<file path="src/rtl/result_monitor.sv">
// Receiving-side checker for the dice/traffic-light multiplexer: validates the result stream
// per mode, freezes thrown dice, counts violations. Optional 7-segment output: MONITOR_SEG_EN.
module result_monitor #(
    parameter int ERR_W = 8
) (
    input  logic             clk,
    input  logic             rst,
    input  logic             button,
    input  logic             sel,
    input  logic [2:0]       result,
    output logic [2:0]       shown,
    output logic             held,
    output logic             err,
    output logic [ERR_W-1:0] err_count
`ifdef MONITOR_SEG_EN
    ,
    output logic [6:0]       seg
`endif
);

    typedef enum logic [1:0] {RESYNC, TRAFFIC, ROLL, HELD} state_t;

    state_t     state, state_nxt;
    logic [2:0] r_result, last, last_nxt, shown_nxt;
    logic       b_q, b_q_d, s_q, s_q_d, err_nxt;

    function automatic logic is_light(input logic [2:0] c);
        return (c == 3'b100) || (c == 3'b110) || (c == 3'b001) || (c == 3'b010);
    endfunction

    function automatic logic [2:0] succ(input logic [2:0] c);
        case (c)
            3'b100:  return 3'b110;
            3'b110:  return 3'b001;
            3'b001:  return 3'b010;
            default: return 3'b100;
        endcase
    endfunction

    always_comb begin
        state_nxt = state;
        last_nxt  = last;
        shown_nxt = shown;
        err_nxt   = 1'b0;
        if (s_q != s_q_d) begin
            state_nxt = RESYNC;
        end else begin
            case (state)
                RESYNC: begin
                    if (!s_q) begin
                        state_nxt = TRAFFIC;
                        last_nxt  = r_result;
                    end else if (b_q) begin
                        state_nxt = ROLL;
                    end else begin
                        state_nxt = HELD;
                        shown_nxt = r_result;
                    end
                end
                TRAFFIC: begin
                    shown_nxt = r_result;
                    if (is_light(r_result)) begin
                        last_nxt = r_result;
                        // An illegal code loaded at resync means the next legal code starts a fresh sequence.
                        if (is_light(last) && r_result != last && r_result != succ(last))
                            err_nxt = 1'b1;
                    end else begin
                        err_nxt = 1'b1;
                    end
                end
                ROLL: begin
                    shown_nxt = r_result;
                    err_nxt   = (r_result == 3'd0) || (r_result == 3'd7);
                    if (b_q_d && !b_q)
                        state_nxt = HELD;
                end
                HELD: begin
                    if (!b_q_d && b_q)
                        state_nxt = ROLL;
                end
                default: state_nxt = RESYNC;
            endcase
        end
    end

    always_ff @(posedge clk or posedge rst) begin
        if (rst) begin
            // Red on reset so the first resync leaves last at red.
            r_result  <= 3'b100;
            b_q       <= 1'b0;
            b_q_d     <= 1'b0;
            s_q       <= 1'b0;
            s_q_d     <= 1'b0;
            state     <= RESYNC;
            last      <= 3'b100;
            shown     <= 3'b000;
            held      <= 1'b0;
            err       <= 1'b0;
            err_count <= '0;
        end else begin
            r_result <= result;
            b_q      <= button;
            b_q_d    <= b_q;
            s_q      <= sel;
            s_q_d    <= s_q;
            state    <= state_nxt;
            last     <= last_nxt;
            shown    <= shown_nxt;
            held     <= (state_nxt == HELD);
            err      <= err_nxt;
            if (err_nxt && err_count != '1)
                err_count <= err_count + 1'b1;
        end
    end

`ifdef MONITOR_SEG_EN
    always_comb begin
        case (shown)
            3'd0:    seg = 7'b0111111;
            3'd1:    seg = 7'b0000110;
            3'd2:    seg = 7'b1011011;
            3'd3:    seg = 7'b1001111;
            3'd4:    seg = 7'b1100110;
            3'd5:    seg = 7'b1101101;
            3'd6:    seg = 7'b1111101;
            default: seg = 7'b0000111;
        endcase
    end
`endif

endmodule

</file>
<file path="config.mk">
export PLATFORM = sky130hd
export DESIGN_NAME = result_monitor
export DESIGN_NICKNAME = d
export VERILOG_FILES = /design/src/rtl/result_monitor.sv
export SDC_FILE = /design/constraint.sdc
export NUM_CORES = 1
export LEC_CHECK = 0
export CORE_MARGIN = 8
export CORE_UTILIZATION = 50
export CTS_CLUSTER_DIAMETER = 40
export DETAILED_ROUTE_END_ITERATION = 10
export PLACE_DENSITY_LB_ADDON = 0.08
export SLEW_MARGIN = 0
export SYNTH_ARGS = -nofsm -noshare
export SYNTH_HDL_FRONTEND = slang
export SYNTH_SLANG_ARGS = --single-unit
</file>
<file path="constraint.sdc">
create_clock -name clk -period 5.6 [get_ports clk]
set_input_delay 0.84 -clock clk [delete_from_list [all_inputs] [get_ports clk]]
set_output_delay 0.84 -clock clk [all_outputs]
set_load 0.005 [all_outputs]
</file>
# Yosys cells after proc, flatten, opt, wreduce, memory -nomap -nowiden
# Cells that the tools add are included.
dict set report word_totals {
  regBits 25
  in_bits 7
  output_inout_bits 13
  wordCells 75
}
dict set report op_classes {
  n_addsub 1
  eq_ne 21
  mux 20
  bitwise 1
  n_reduce_logical 21
}
# operator count
set op_table {}
lappend op_table {{two-way mux 3 bit} 7}
lappend op_table {{== test 3 bit, second input constant} 5}
lappend op_table {{one-hot mux 3 bit (2 select lines)} 2}
lappend op_table {{one-hot mux 3 bit (3 select lines)} 1}
lappend op_table {{adder 8 x 1 -> 8 bit, second input constant} 1}
lappend op_table {{two-way mux 2 bit} 4}
lappend op_table {{!= test 2 bit, second input constant} 4}
lappend op_table {{!= test 8 bit, second input constant} 1}
lappend op_table {{AND reduction 4 bit} 2}
lappend op_table {{logical OR 1 bit} 7}
lappend op_table {{== test 2 bit, second input constant} 3}
lappend op_table {{== test 3 x 1 -> 1 bit, second input constant} 2}
lappend op_table {{== test 3 x 2 -> 1 bit, second input constant} 2}
lappend op_table {{!= test 3 bit} 2}
lappend op_table {{one-hot mux 2 bit (3 select lines)} 1}
lappend op_table {{logical AND 1 bit} 5}
lappend op_table {{two-way mux 1 bit} 4}
lappend op_table {{nonzero test 2 bit} 2}
lappend op_table {{zero test 3 bit} 1}
lappend op_table {{== test 2 x 1 -> 1 bit, second input constant} 1}
lappend op_table {{zero test 1 bit} 2}
lappend op_table {{zero test 2 bit} 1}
lappend op_table {{one-hot mux 1 bit (2 select lines)} 1}
lappend op_table {{OR reduction 2 bit} 1}
lappend op_table {{other kinds (2)} 2}

# Depth between registers and ports, before layout
dict set report depth {
  word_depth 14
  ltp_mapped 8
  depth_no_buf 8
}

# Least setup slack after synthesis
# Ideal clock, no wire load.
dict set report synth_path {
  path_type {register to register}
  start {register state[0]}
  end {register err_count[1]}
  arrival_time_ps 1747
  required_time_ps 5472
  setup_slack_ps 3725
  stages_incl_launch_ff 8
  n_path_buf 0
  synth_period_minus_slack_ps 1875
  cell_sequence {dfrtp_1 inv_1 ha_1 nand2b_1 a221oi_2 o21ai_2 a21oi_4 mux2_1}
}
dict set report synth_between {
  elab_chain_cells 4
  word_cells_on_any_way 5
  cone_classes {2 x eq/ne; 2 x mux; 1 x reduce/logical}
}
# element line_no
set synth_rtl {}
lappend synth_rtl {{from (decl)} 23} ;# state_t state, state_nxt;
lappend synth_rtl {{from (signal assigned)} 106} ;# state <= state_nxt;
lappend synth_rtl {{== test 2 bit / == test 2 x 1 -> 1 bit (equally long branches)} 48} ;# case (state)
lappend synth_rtl {{one-hot mux 1 bit (2 select lines) *} 48}
lappend synth_rtl {{two-way mux 1 bit *} 45} ;# if (s_q != s_q_d) begin
lappend synth_rtl {{logical AND 1 bit *} 111} ;# if (err_nxt && err_count != '1)
lappend synth_rtl {{to (signal assigned)} 112} ;# err_count <= err_count + 1'b1;
lappend synth_rtl {{to (decl)} 14} ;# output logic [ERR_W-1:0] err_count
# Every way passes the cells marked *; elsewhere a longest branch is shown, timed or not.
# A chain may end at the register's enable or synchronous reset.

# Final worst setup path
dict set report layout_path {
  start {register err_count[2]}
  end {output err_count[2]}
}
# No word-level cell between the ends.

==> flow_summary.json <==
{
  "synth_area_um2": 1230,
  "nets": 145,
  "routed_wl_um": 2210,
  "power_uw": 610,
  "cts_resized": 0,
  "first_pass_iters": 4,
  "tns_ns": 0,
  "cts_buffers": 3,
  "worstMarginPinSlew_ns": 0.897,
  "rsz0062_at_grt": "false",
  "cpPeakStageDelay_ns": 0.53,
  "reg2reg_slack_ns": 3.56,
  "status": "complete, no violations",
  "p_sw_uw": 210,
  "stdcell_count": 160,
  "worstSetupPathType": "reg -> out",
  "grt_pass1_vias": 925,
  "ant_nets": 0,
  "report.final.hold_viol_count": 0,
  "finalClockSkew_ns": 0.00113,
  "irDropWorstVdd_v": 0.000296,
  "synth_most_common_cell": "dfrtp_1",
  "gp_congestion": 0.737,
  "area_growth_pct": 20.7,
  "track_usage": 0.110,
  "num_vias": 881,
  "syn_inst": 107,
  "fill_cells": 204,
  "root_buffer": "clkbuf_4",
  "swShare": 0.344,
  "clockBufferDepth": 2,
  "hold_slack_ns": 0.449,
  "wl_per_cell_um": 13.8,
  "p_clk_frac": 0.121,
  "cp_max_fo": 5,
  "end_kind": "output port",
  "drive_gt1_frac": 0.115,
  "remaining_drc_errors": 0,
  "path_cells": "clkdlybuf4s50_1",
  "relSlewSlack": 0.401,
  "p_int_uw": 400,
  "coreArea_um2": 2410,
  "boundaryPins": 20,
  "synth_ff_type": "dfrtp_1",
  "syn_avg_cell_area_um2": 11.5,
  "die_w_um": 65.5,
  "period_minus_slack_ns": 2.12,
  "clk_latency_ns": 0.30,
  "p_per_area_nw_per_um2": 412,
  "fp.dieH_um": 65.5,
  "synth.top_cell.area_share": 0.469,
  "cts_setup_buffers": 0,
  "drt_iter0_markers": 41,
  "crit_slowest_cell": "clkdlybuf4s50_1",
  "start_util": 0.509,
  "drv_cap": 0,
  "cp.required_ns": 4.76,
  "setup_violations": 0,
  "synth_area_leaders": "dfrtp_1, ha_1, xnor2_1",
  "holdBufCountCts": 0,
  "syn_nets": 121,
  "grt_pass1_wl_um": 3800,
  "cp-start-kind": "register",
  "fmax_ghz": 0.472,
  "io_buffers": 19,
  "power_frac_comb": 0.431,
  "yosysSeqAreaShare": 0.512,
  "ys_seq_elements": 25,
  "dp.cells": 156,
  "synth_top_cell_by_area": "dfrtp_1",
  "critical_path_buf_inv_count": 1,
  "dp_hpwl_um": 1740,
  "grt_max_degree": 26,
  "cts_tree": "yes",
  "async_flop_share": 1.00,
  "clock-sinks": 25,
  "crit_family": "buffers and inverters",
  "synth.distinct_cells": 34,
  "post-route-period-util": 0.378,
  "fin_util": 0.614,
  "slew_viol_final": 0,
  "rows": 18,
  "die-area_um2": 4290,
  "diodes": 0,
  "grt_overflow_total": 0,
  "htree_levels": 1,
  "yosysWarnings": 0,
  "pwr-share-seq": 0.448,
  "antenna_found_initial": 0,
  "vias_per_cell": 5.51,
  "hold_class": "reg -> reg",
  "worst_ep_arrival_time_ns": 1.28,
  "netlist_top_cells_count": "dfrtp_1, xnor2_1, ha_1, nor2_1",
  "synth_edf_count": 0,
  "clk_pin_slew_ns": 0.12,
  "leakage_uw": 0.000639
}
==> layer usage <==
metal  vias to the layer above  global-route usage  wire (um)
met4                         0              0.0409         12
li1                        425                   -          -
met2                        13               0.196       1100
met3                         2              0.0289         94
met5                         -                   0          0
met1                       441               0.121        997
==> flip-flops by register name, summed over array words and instances, names as in the netlist <==
register   count
s_q_d          1
err_count      8
state          2
b_q            1
last           3
err            1
r_result       3
shown          3
s_q            1
held           1
b_q_d          1
==> power by group through the flow <==
stage	clock network, uW	logic [uW]	registers (uW)
floorplan	0	173	272
global placement	0	262	275
detailed placement	0	266	277
CTS	78.9	267	274
global route	85.5	292	283
finish	73.9	263	273
==> cells in the final DEF (no fill, tap or decap), drive strengths merged, types with 2 or more instances in the layout <==
master / n
dfrtp: 23
clkdlybuf4s50: 19
xnor2: 8
nor2: 7
ha: 7
mux2: 7
inv: 6
nand2: 5
o21ai: 5
nand4: 4
nor2b: 4
a21oi: 4
clkbuf: 4
and2: 3
a31oi: 2
and3: 2
nand2b: 2
nand3: 2
dfstp: 2
==> final cells by class <==
cell class	instances	area (um2)	share of cell area
flip-flops and latches	25	628	0.424
clock buffers	4	26.3	0.0178
inverters	6	22.5	0.0152
repair buffers	19	190	0.128
multi-input cells	76	576	0.389
well taps	30	37.5	0.0254
==> per-stage QoR <==
stage | setup WS (ns) | area (um2)
finish | 3.48 | 1480
CTS | 3.46 | 1480
global placement | 3.62 | 1450
global route | 3.42 | 1480
detailed placement | 3.57 | 1450
floorplan | 3.73 | 1230
==> final timing paths <==
path,start,endpoint,cells past startpoint
worst max-delay path,err_count[2]$_DFFE_PP0P_,err_count[2],1
max in group asynchronous,rst,last[1]$_DFFE_PP0P_,2
worst max register to register,state[0]$_DFF_PP0_,err_count[1]$_DFFE_PP0P_,7
worst min-delay path,b_q$_DFF_PP0_,b_q_d$_DFF_PP0_,0
worst min register to register,b_q$_DFF_PP0_,b_q_d$_DFF_PP0_,0
min in group asynchronous,rst,b_q$_DFF_PP0_,2
==> cells by family (layout without fill, tap and decap cells) <==
family,Yosys count,after routing,share of synthesized area
AOI/OAI and AO/OA,20,20,0.125
xor gates and xnor gates,9,9,0.0643
adders and majority gates,7,7,0.0714
buffers and inverters,6,29,0.0184
DFF,25,25,0.512
muxes,7,7,0.0643
and+or+nand+nor,33,33,0.145
No activity file was read; power rests on OpenSTA's default activity.
